===== config.mk =====
export PLATFORM = sky130hd
export DESIGN_NAME = hack_pc_flat
export DESIGN_NICKNAME = d
export VERILOG_FILES = /design/src/rtl/hack_pkg.sv /design/src/rtl/hack_pc_if.sv /design/src/rtl/inc16.sv /design/src/rtl/hack_pc.sv /design/src/flat_wrapper.sv
export SDC_FILE = /design/constraint.sdc
export NUM_CORES = 1
export LEC_CHECK = 0
export BUFFER_PORTS_ARGS = -buffer_cell sky130_fd_sc_hd__buf_2
export CAP_MARGIN = 20
export CORE_MARGIN = 3
export CORE_UTILIZATION = 52
export CTS_CLUSTER_DIAMETER = 30
export DETAILED_ROUTE_END_ITERATION = 16
export PLACE_DENSITY_LB_ADDON = 0.3
export SLEW_MARGIN = 5
export SYNTH_ARGS = -nofsm -noshare
export SYNTH_HDL_FRONTEND = slang
export SYNTH_SLANG_ARGS = --single-unit

===== constraint.sdc =====
create_clock -name clk_i -period 2.4 [get_ports clk_i]
set_clock_uncertainty 0.1 [all_clocks]
set_input_delay 0 -clock clk_i [delete_from_list [all_inputs] [get_ports clk_i]]
set_output_delay 0 -clock clk_i [all_outputs]
set_load 0.05 [all_outputs]

===== src/rtl/hack_pkg.sv =====
`default_nettype none
// ============================================================================
// Module  : hack_pkg
// Brief   : Shared widths, Hack jump encodings and the jump-condition helper.
// Revision: 1.0 - initial release
// ============================================================================
package hack_pkg;

    localparam int WIDTH_DEFAULT = 16;

    localparam logic [2:0] JNULL = 3'b000;
    localparam logic [2:0] JGT   = 3'b001;
    localparam logic [2:0] JEQ   = 3'b010;
    localparam logic [2:0] JGE   = 3'b011;
    localparam logic [2:0] JLT   = 3'b100;
    localparam logic [2:0] JNE   = 3'b101;
    localparam logic [2:0] JLE   = 3'b110;
    localparam logic [2:0] JMP   = 3'b111;

    typedef logic [WIDTH_DEFAULT-1:0] pc_t;

    // zr=ng=1 is illegal upstream; it is evaluated as-is with no special case
    function automatic logic jump_taken(input logic [2:0] jump,
                                        input logic       zr,
                                        input logic       ng);
        logic pos;
        pos = ~zr & ~ng;
        return (jump[2] & ng) | (jump[1] & zr) | (jump[0] & pos);
    endfunction

endpackage
`default_nettype wire


===== src/rtl/hack_pc_if.sv =====
`default_nettype none
// ============================================================================
// Module  : hack_pc_if
// Brief   : Control/address bundle between the Hack sequencer and the PC stage.
// Revision: 1.0 - initial release
// ============================================================================
interface hack_pc_if #(
    parameter int WIDTH = hack_pkg::WIDTH_DEFAULT
);
    logic [WIDTH-1:0] in_i;
    logic [2:0]       jump_i;
    logic             zr_i;
    logic             ng_i;
    logic             inc_i;
    logic             stall_i;
    logic [WIDTH-1:0] out_o;
    logic             taken_o;
    logic             wrap_o;
    logic             halt_o;

    modport master (
        output in_i, jump_i, zr_i, ng_i, inc_i, stall_i,
        input  out_o, taken_o, wrap_o, halt_o
    );

    modport slave (
        input  in_i, jump_i, zr_i, ng_i, inc_i, stall_i,
        output out_o, taken_o, wrap_o, halt_o
    );
endinterface
`default_nettype wire


===== src/rtl/inc16.sv =====
`default_nettype none
// ============================================================================
// Module  : inc16
// Brief   : Combinational +1 adder core (modulo 2^WIDTH).
// Revision: 1.0 - initial release
// ============================================================================
module inc16 #(
    parameter int WIDTH = 16
) (
    input  wire logic [WIDTH-1:0] in_i,
    output logic      [WIDTH-1:0] out_o
);

    assign out_o = in_i + WIDTH'(1);

endmodule
`default_nettype wire


===== src/rtl/hack_pc.sv =====
`default_nettype none
// ============================================================================
// Module  : hack_pc
// Brief   : Hack program counter with jump decode, stall and self-jump halt.
// Revision: 1.0 - initial release
// ============================================================================
module hack_pc
    import hack_pkg::*;
#(
    parameter int WIDTH       = WIDTH_DEFAULT,
    parameter int HALT_CYCLES = 2
) (
    input  wire logic   clk_i,
    input  wire logic   rst_i,
    hack_pc_if.slave    bus
);

    localparam logic [3:0] c_halt_cycles = 4'(HALT_CYCLES);

    logic [WIDTH-1:0] pc_q, pc_d;
    logic             taken_q, taken_d;
    logic             wrap_q, wrap_d;
    logic             halt_q, halt_d;
    logic [3:0]       cnt_q, cnt_d;

    logic [WIDTH-1:0] w_pc_inc;
    logic             w_take;
    logic             w_self_jump;

    inc16 #(.WIDTH(WIDTH)) u_inc (
        .in_i  (pc_q),
        .out_o (w_pc_inc)
    );

    assign w_take      = jump_taken(bus.jump_i, bus.zr_i, bus.ng_i);
    assign w_self_jump = w_take && (bus.in_i == pc_q);

    always_comb begin
        pc_d    = pc_q;
        taken_d = 1'b0;
        wrap_d  = 1'b0;
        cnt_d   = cnt_q;
        halt_d  = halt_q;
        if (!bus.stall_i) begin
            if (w_take) begin
                pc_d    = bus.in_i;
                taken_d = 1'b1;
            end else if (bus.inc_i) begin
                pc_d   = w_pc_inc;
                wrap_d = &pc_q;
            end
            // Only back-to-back self-jumps count; anything else restarts the run
            if (w_self_jump) begin
                cnt_d = (cnt_q == c_halt_cycles) ? cnt_q : cnt_q + 4'd1;
            end else begin
                cnt_d = 4'd0;
            end
            if (cnt_d == c_halt_cycles) begin
                halt_d = 1'b1;
            end
        end
    end

    always_ff @(posedge clk_i) begin
        if (rst_i) begin
            pc_q    <= '0;
            taken_q <= 1'b0;
            wrap_q  <= 1'b0;
            halt_q  <= 1'b0;
            cnt_q   <= 4'd0;
        end else begin
            pc_q    <= pc_d;
            taken_q <= taken_d;
            wrap_q  <= wrap_d;
            halt_q  <= halt_d;
            cnt_q   <= cnt_d;
        end
    end

    assign bus.out_o   = pc_q;
    assign bus.taken_o = taken_q;
    assign bus.wrap_o  = wrap_q;
    assign bus.halt_o  = halt_q;

endmodule
`default_nettype wire

===== src/flat_wrapper.sv =====
// flat-port wrapper written by rule: the top's interface ports become plain ports
module hack_pc_flat import hack_pkg::*;
#(
    parameter int WIDTH       = WIDTH_DEFAULT,
    parameter int HALT_CYCLES = 2
)
  (clk_i, rst_i, bus_in_i, bus_jump_i, bus_zr_i, bus_ng_i, bus_inc_i, bus_stall_i, bus_out_o, bus_taken_o, bus_wrap_o, bus_halt_o);
  hack_pc_if #(.WIDTH(WIDTH)) bus_i ();
  input  wire logic clk_i;
  input  wire logic rst_i;
  input wire logic [$bits(bus_i.in_i)-1:0] bus_in_i;
  input wire logic [$bits(bus_i.jump_i)-1:0] bus_jump_i;
  input wire logic [$bits(bus_i.zr_i)-1:0] bus_zr_i;
  input wire logic [$bits(bus_i.ng_i)-1:0] bus_ng_i;
  input wire logic [$bits(bus_i.inc_i)-1:0] bus_inc_i;
  input wire logic [$bits(bus_i.stall_i)-1:0] bus_stall_i;
  output wire logic [$bits(bus_i.out_o)-1:0] bus_out_o;
  output wire logic [$bits(bus_i.taken_o)-1:0] bus_taken_o;
  output wire logic [$bits(bus_i.wrap_o)-1:0] bus_wrap_o;
  output wire logic [$bits(bus_i.halt_o)-1:0] bus_halt_o;
  assign bus_i.in_i = bus_in_i;
  assign bus_i.jump_i = bus_jump_i;
  assign bus_i.zr_i = bus_zr_i;
  assign bus_i.ng_i = bus_ng_i;
  assign bus_i.inc_i = bus_inc_i;
  assign bus_i.stall_i = bus_stall_i;
  assign bus_out_o = bus_i.out_o;
  assign bus_taken_o = bus_i.taken_o;
  assign bus_wrap_o = bus_i.wrap_o;
  assign bus_halt_o = bus_i.halt_o;
  hack_pc #(.WIDTH(WIDTH), .HALT_CYCLES(HALT_CYCLES)) u_core (.clk_i(clk_i), .rst_i(rst_i), .bus(bus_i));
endmodule

Yosys cells after proc, flatten, opt, wreduce, memory -nomap -nowiden
Cells that the tools add are included. W data, S select, Z words.

Reductions and logical operators: 7. Multiplexer cells: 6. Add/sub/neg operators: 2. Equality and inequality tests: 3. Bitwise logic cells: 10.

Operators by type and width (count): $mux W16 (2); $add A16 B1 Y16 const B (1); $eq A16 B16 Y1 (1); $reduce_and A16 Y1 (1); $mux W4 (3); $eq A4 B2 Y1 const B (2); $add A4 B1 Y4 const B (1); $and A1 B1 Y1 (4); $not A1 Y1 (4); $reduce_and A2 Y1 (2); $reduce_or A4 Y1 (1); $or A1 B1 Y1 (2); $reduce_bool A2 Y1 (1); $reduce_or A2 Y1 (1); $logic_and A1 B1 Y1 (1); $mux W1 (1).

Logic and storage cells: 33. Bits in registers: 23. Output and inout bits: 19. Input port bits: 25.

Longest topological paths before layout
Gate-level depths: netlist of the first run.

Depth after elaboration: 9. Depth in mapped cells: 7. Gate-level depth less buffers: 7.

Modules after synthesis
A second synthesis of the first run with hierarchy kept.

Cells, all modules: 195. Area total of the unflattened synthesis: 1677.9 µm².

By module, submodules not included: hack_pc (area an instance 1380.1 µm², seq. area each 460.4 µm², instances 1, cells an instance 152); inc16 (area an instance 297.8 µm², seq. area each 0.0 µm², instances 1, cells an instance 43).

Worst setup path before layout of the first run
Ideal clock, no wire load.

Path type: register to register. Start: register u_core.pc_q[0] (netlist: u_core.bus.out_o[0]). End: register u_core.pc_q[14] (netlist: u_core.bus.out_o[14]). Arrival: 2.000 ns. Stages on the path, launching flop included: 7. Setup slack: 0.167 ns. Required time: 2.168 ns. Buffers on the path: 0. Clock period less this slack: 2.233 ns. Library setup time: 0.132 ns. Cells stage by stage: dfxtp_1 ha_1 nand3_1 or4_4 o21a_1 o21ai_1 a21oi_1.

Longest elaborated chain between the ends: 3.

Ends and longest elaborated chain: start: declaration (RTL line hack_pc.sv:20) `logic [WIDTH-1:0] pc_q, pc_d;`; start signal: assignment (RTL line hack_pc.sv:72) `pc_q <= pc_d;`; $add A16 B1 Y16 (RTL line inc16.sv:14) `assign out_o = in_i + WIDTH'(1);`; $mux W16 (RTL line hack_pc.sv:48) `end else if (bus.inc_i) begin`; $mux W16 (RTL line hack_pc.sv:45) `if (w_take) begin`.

Every way passes these cells. The select of a mux whose other input is x is not followed. A chain may end at the register's enable or synchronous reset.

Final worst setup path of the first run
Ends and elaborated chain as after synthesis.

==> impl_metrics.ini, run 1 <==
[outcome]
outcome = finished, final reports clean

[global_routing]
grt_pass1_vias = 1527
grt.total_usage = 0.2472
grt_max_degree = 25
gr-total-overflow = 0
antenna_found_initial = 0
grt_pass1_wl_mm = 7.162

[yosys]
synth-seq-cells = 23
ys_seq_area_frac = 0.2820
synth.cell_area_um2 = 1633
yosys.area.top_type = dfxtp_1
yosysMostFrequentCell = dfxtp_1
yosysWarningCount = 0
synth.top_cell.area_share = 0.2820
synth_area_leaders = dfxtp_1 (28%), xnor2_1 (8.6%), a21oi_1 (6.4%), nor3_1 (4.6%), o21ai_0 (4.3%)
syn-num-nets = 244
synth_cells = 216
synthTopCellsByCount = dfxtp_1 (23), a21oi_1 (21), nand2_1 (17)
async_flop_share = 0
ys.flop_type = dfxtp_1
synth-edff-count = 0
syn_area_per_cell_um2 = 7.559
synth.distinct_cells = 47

[timing]
worst-slew-pin-transition_ns = 0.6785
hold_violations = 0
clock.fmax_ghz = 0.5108
whs_ns = 0.009834
timing.final.crit_share = 0.8156
period_needed_ns = 1.958
slew-limit-headroom = 0.5477
setup_viol = 0
rsz0062_at_grt = false
setup_slack_ns = 0.4424
fin_tns_setup_ns = 0
finalMaxSlewViolations = 0

[worst_setup_path]
crit_type = flip-flop to flip-flop
r2r_cells = 6
cp_top_family = simple AND/OR/NAND/NOR gates
cp_num_buf_inv = 0
r2r-start = u_core.bus.out_o[0]
endpoint_kind = flip-flop
cp_cell_sequence = ha_1 -> nand3_1 -> or4_4 -> nor4_2 -> o21ai_1 -> a21oi_1
cp_max_fo = 6
crit_required_ns = 2.55
crit_slowest_cell = or4_4
critPathLaunchType = flip-flop
crit_arrival_ns = 2.10
reg2reg_to = u_core.bus.out_o[14]
r2r_setup_slack_ns = 0.44
critPathMaxStageDelay_ns = 0.53

[min_path]
hold_path_class = input port to flip-flop
worstHoldEndpoint = u_core.bus.out_o[5]
hold_depth = 4
min-delay-start = bus_in_i[5]

[clock_tree]
cts_resized = 0
clock_latency_ns = 0.31
cts_buffers = 3
numClockSinks = 23
htreeDepth = 1
cts_buffer_depth = 2
clockRootBuffer = clkbuf_4
clkTransAtPathRegs_ns = 0.13
postCtsSetupBuffers = 0
cts_tree = yes

[floorplanning]
die_area_um2 = 3848
die_w_um = 62.04
pin_count = 44
start_util = 0.5676
rows = 19
die_h_um = 62.04
core_um2 = 2877

[placed_design]
hpwl_mm = 3.120
dp.cells = 293
dp_worst_setup_slack_ns = 0.4745
io_buffers = 43
place.gp.congestion = 0.8745
dpl_cell_area_um2 = 1864

[routing]
vias_per_cell = 5.740
drt_iter0_drc = 80
dr.pass1.iters = 4
ant_nets = 0
route.detailed.drc = 0
wl_per_cell_um = 14.18
vias = 1785
drt_wl_total_mm = 4.409

[power]
p_total_uw = 887.1
leakage_nw = 0.7503
peakVddDrop_v = 0.0003597
p_per_area_nw_per_um2 = 436.6

[layout]
fin_nets = 298
fin_area_um2 = 2032
n_antenna_cell = 0
drive_gt1_frac = 0.2268
final_cells = 311
area_growth_pct = 24.44
final_util = 0.7064

[job]
maxCapViolCount = 0
[worst max path at each step]
stage / from / endpoint / slack [ns] / cells past startpoint
after floorplan: u_core.bus.out_o[0] / u_core.bus.out_o[14] / 0.17 / 6
after global placement: u_core.bus.out_o[0] / u_core.bus.out_o[14] / 0.51 / 6
after detailed placement: u_core.bus.out_o[0] / u_core.bus.out_o[14] / 0.47 / 6
after CTS: u_core.bus.out_o[0] / u_core.bus.out_o[14] / 0.44 / 6
after global routing: u_core.bus.out_o[0] / u_core.bus.out_o[14] / 0.27 / 6
final: u_core.bus.out_o[0] / u_core.bus.out_o[14] / 0.44 / 6
[area by class of cell]
class	instances	area (µm²)
clock buffers	3	22.52
clock inverters	1	5.005
fillers	261	844.6
inverters	7	26.28
multi-input cells	175	1087
flip-flops and latches	23	460.4
well taps	42	52.55
repair buffers	60	377.9
[per-layer routing]
| metal | up-vias | global-route usage | part of all wire |
|---|---|---|---|
| li1 | 896 | - | - |
| met1 | 814 | 0.3634 | 0.45 |
| met2 | 73 | 0.3920 | 0.47 |
| met3 | 2 | 0.02893 | 0.076 |
| met4 | 0 | 0.04242 | 0.0054 |
| met5 | - | 0 | 0 |
[worst reg2reg max path, stage by stage (launching register included)]
cell and delay [ns]:
dfxtp_1 0.46, ha_1 0.24, nand3_1 0.12, or4_4 0.53
nor4_2 0.23, o21ai_1 0.08, a21oi_1 0.13
[where the power goes]
group / switching, mW / leakage, nW / internal [mW]
Sequential: 0.0315 / 0.188 / 0.400
Combinational: 0.169 / 0.545 / 0.105
Clock: 0.119 / 0.0177 / 0.0622
Total: 0.320 / 0.750 / 0.567
[registers in the layout (all words and copies together) (netlist names)]
| signal | count |
|---|---|
| u_core.bus.wrap_o | 1 |
| u_core.bus.taken_o | 1 |
| u_core.cnt_q | 4 |
| u_core.bus.halt_o | 1 |
| u_core.bus.out_o | 16 |
[cells in the final DEF (no fill, tap or decap), types with 2 or more instances in the layout]
cell type / instances
a21o_1: 5
a21oi_1: 21
a31oi_1: 3
and2_1: 6
and3_1: 2
buf_2: 43
buf_4: 3
clkbuf_4: 3
dfxtp_1: 23
dlygate4sd3_1: 14
ha_1: 3
inv_1: 7
nand2_1: 17
nand2b_1: 2
nand3_1: 10
nand3_2: 2
nand4_1: 8
nor2_1: 16
nor3_1: 15
nor4_1: 5
o211ai_1: 2
o21a_1: 3
o21ai_0: 14
o21ai_1: 2
or3_1: 3
xnor2_1: 16
[cell families after synthesis]
group                    after synthesis  synth area share
XOR/XNOR                              16           0.08582
buffers and inverters                 18           0.05211
AND/OR/NAND/NOR                       95            0.3211
adder cells (fa/ha/maj)                3           0.02299
flip-flops                            23            0.2820
AO/OA/AOI/OAI                         61            0.2360
[timing repair]
action | in CTS | in global routing
endpoints found under the hold margin | 16 | 1
setup endpoints to repair | 0 | 0
hold buffers | 13 | 1
(Power assumes the default switching activity.)
==> run 2: changes to the inputs <==
- CORE_UTILIZATION: 52 -> 47
- clock period: 2.4 -> 1.8 ns (I/O delays scaled with it)
==> run 2 against run 1 <==
Wire length increased by 2.3%; design area is 6.8% higher; maximum frequency grew 10%; flip-flop and latch count unchanged; critical endpoint unchanged; largest power group unchanged; total power increased by 37%; largest cell class unchanged; combinational power rose by 43%; non-clock buffer count grew 8; critical path type unchanged.
==> impl_metrics.ini, run 2 (synthesis results as in run 1) <==
[outcome]
outcome = finished, final reports clean

[worst_setup_path]
cp_cell_sequence = ha_4 -> nand3_2 -> or4_4 -> o21a_1 -> o21ai_1 -> a21oi_1
crit_slowest_cell = or4_4
critPathLaunchType = flip-flop
critPathMaxStageDelay_ns = 0.52
cp_num_buf_inv = 0
crit_arrival_ns = 1.87
cp_max_fo = 5
crit_required_ns = 1.90
crit_type = flip-flop to flip-flop
cp_top_family = simple AND/OR/NAND/NOR gates
endpoint_kind = flip-flop

[layout]
drive_gt1_frac = 0.3141
largest_register_ffs = 16
final_common_cell = buf_2
most-common-layout-cells = buf_2 (43), a21oi_1 (21), nand2_1 (17), nor2_1 (16), xnor2_1 (16)
fin_area_um2 = 2170
fin_nets = 306
n_antenna_cell = 0
area_growth_pct = 32.87
final_cells = 321
final_util = 0.6827

[timing]
timing.final.crit_share = 0.9862
worst-slew-pin-transition_ns = 0.4615
fin_tns_setup_ns = 0
setup_slack_ns = 0.02489
whs_ns = 0.001359
finalMaxSlewViolations = 0
clock.fmax_ghz = 0.5633
period_needed_ns = 1.775
slew-limit-headroom = 0.6923
rsz0062_at_grt = true
setup_viol = 0
hold_violations = 0

[placed_design]
place.gp.congestion = 0.8756
hpwl_mm = 3.126
io_buffers = 43
dp.cells = 302
dp_worst_setup_slack_ns = 0.02216
dpl_cell_area_um2 = 1971

[floorplanning]
core_um2 = 3178
die_h_um = 64.94
die_area_um2 = 4217
rows = 20
die_w_um = 64.94
pin_count = 44
start_util = 0.5138

[global_routing]
grt_max_degree = 25
grt_pass1_vias = 1683
antenna_found_initial = 0
gr-total-overflow = 0
grt.total_usage = 0.2242
grt_pass1_wl_mm = 7.514

[clock_tree]
clock_latency_ns = 0.32
numClockSinks = 23
clkTransAtPathRegs_ns = 0.14
cts_buffer_depth = 2
htreeDepth = 1
clockRootBuffer = clkbuf_4
cts_tree = yes
cts_buffers = 3

[min_path]
hold_path_class = input port to flip-flop

[routing]
drt_iter0_drc = 157
met2_wirelength_mm = 2.083
vias_per_cell = 5.735
route.top_layer_used = met4
drt_wl_total_mm = 4.509
wl_met3_um = 434
route.detailed.drc = 0
dr.pass1.iters = 4
vias = 1841
ant_nets = 0
wl_met1_mm = 1.935
wl_per_cell_um = 14.05

[power]
peakVddDrop_v = 0.0003903
p_per_area_nw_per_um2 = 561.1
leakage_nw = 0.8003
p_total_mw = 1.217

[job]
maxCapViolCount = 0
## run 2: cell types whose count changed in the layout (fill, tap and decap cells not counted), sizes merged
cell,before,now
buf,46,54
clkbuf,3,4
clkinv,1,0
## run 2: report_power, final
group / internal [mW] / switching [mW] / leakage [nW] / total (mW)
sequential: 0.534 / 0.0390 / 0.195 / 0.573
combinational: 0.157 / 0.235 / 0.590 / 0.392
clock: 0.0867 / 0.166 / 0.0150 / 0.252
## run 2: timing repair
| action | 4_1_cts | 5_1_grt |
|---|---|---|
| pin swaps | 0 | 2 |
| endpoints found under the hold margin | 17 | 0 |
| hold buffers | 14 | 0 |
| endpoints found under the setup margin | 1 | 6 |
| buffers inserted | 1 | 0 |
| resized for setup | 0 | 6 |
## run 2: worst paths after layout
kind                            slack, ns           startpoint  cells past startpoint                    to
worst max-delay path                 0.02  u_core.bus.out_o[1]                      6  u_core.bus.out_o[14]
worst min-delay path                0.001          bus_in_i[5]                      4   u_core.bus.out_o[5]
worst max register to register       0.02  u_core.bus.out_o[1]                      6  u_core.bus.out_o[14]
worst min register to register       0.37    u_core.bus.halt_o                      2     u_core.bus.halt_o
## run 2: layer usage
metal / up-vias / track usage
met5: - / 0
met4: 0 / 0.07124
met1: 834 / 0.2974
met3: 6 / 0.03293
li1: 916 / -
met2: 85 / 0.3716
## run 2: tightest hold or removal path, stage by stage
cell and delay, ns:
buf_2 0.09, and2_1 0.11, o21ai_0 0.08, a21oi_1 0.11
## run 2: area by class of cell
cell class,count,area (µm²)
Multi-Input combinational cell,175,1121
Fill cell,279,1008
Sequential cell,23,490.5
Timing Repair Buffer,68,450.4
Tap cell,44,55.05
Clock buffer,4,26.28
Inverter,7,26.28
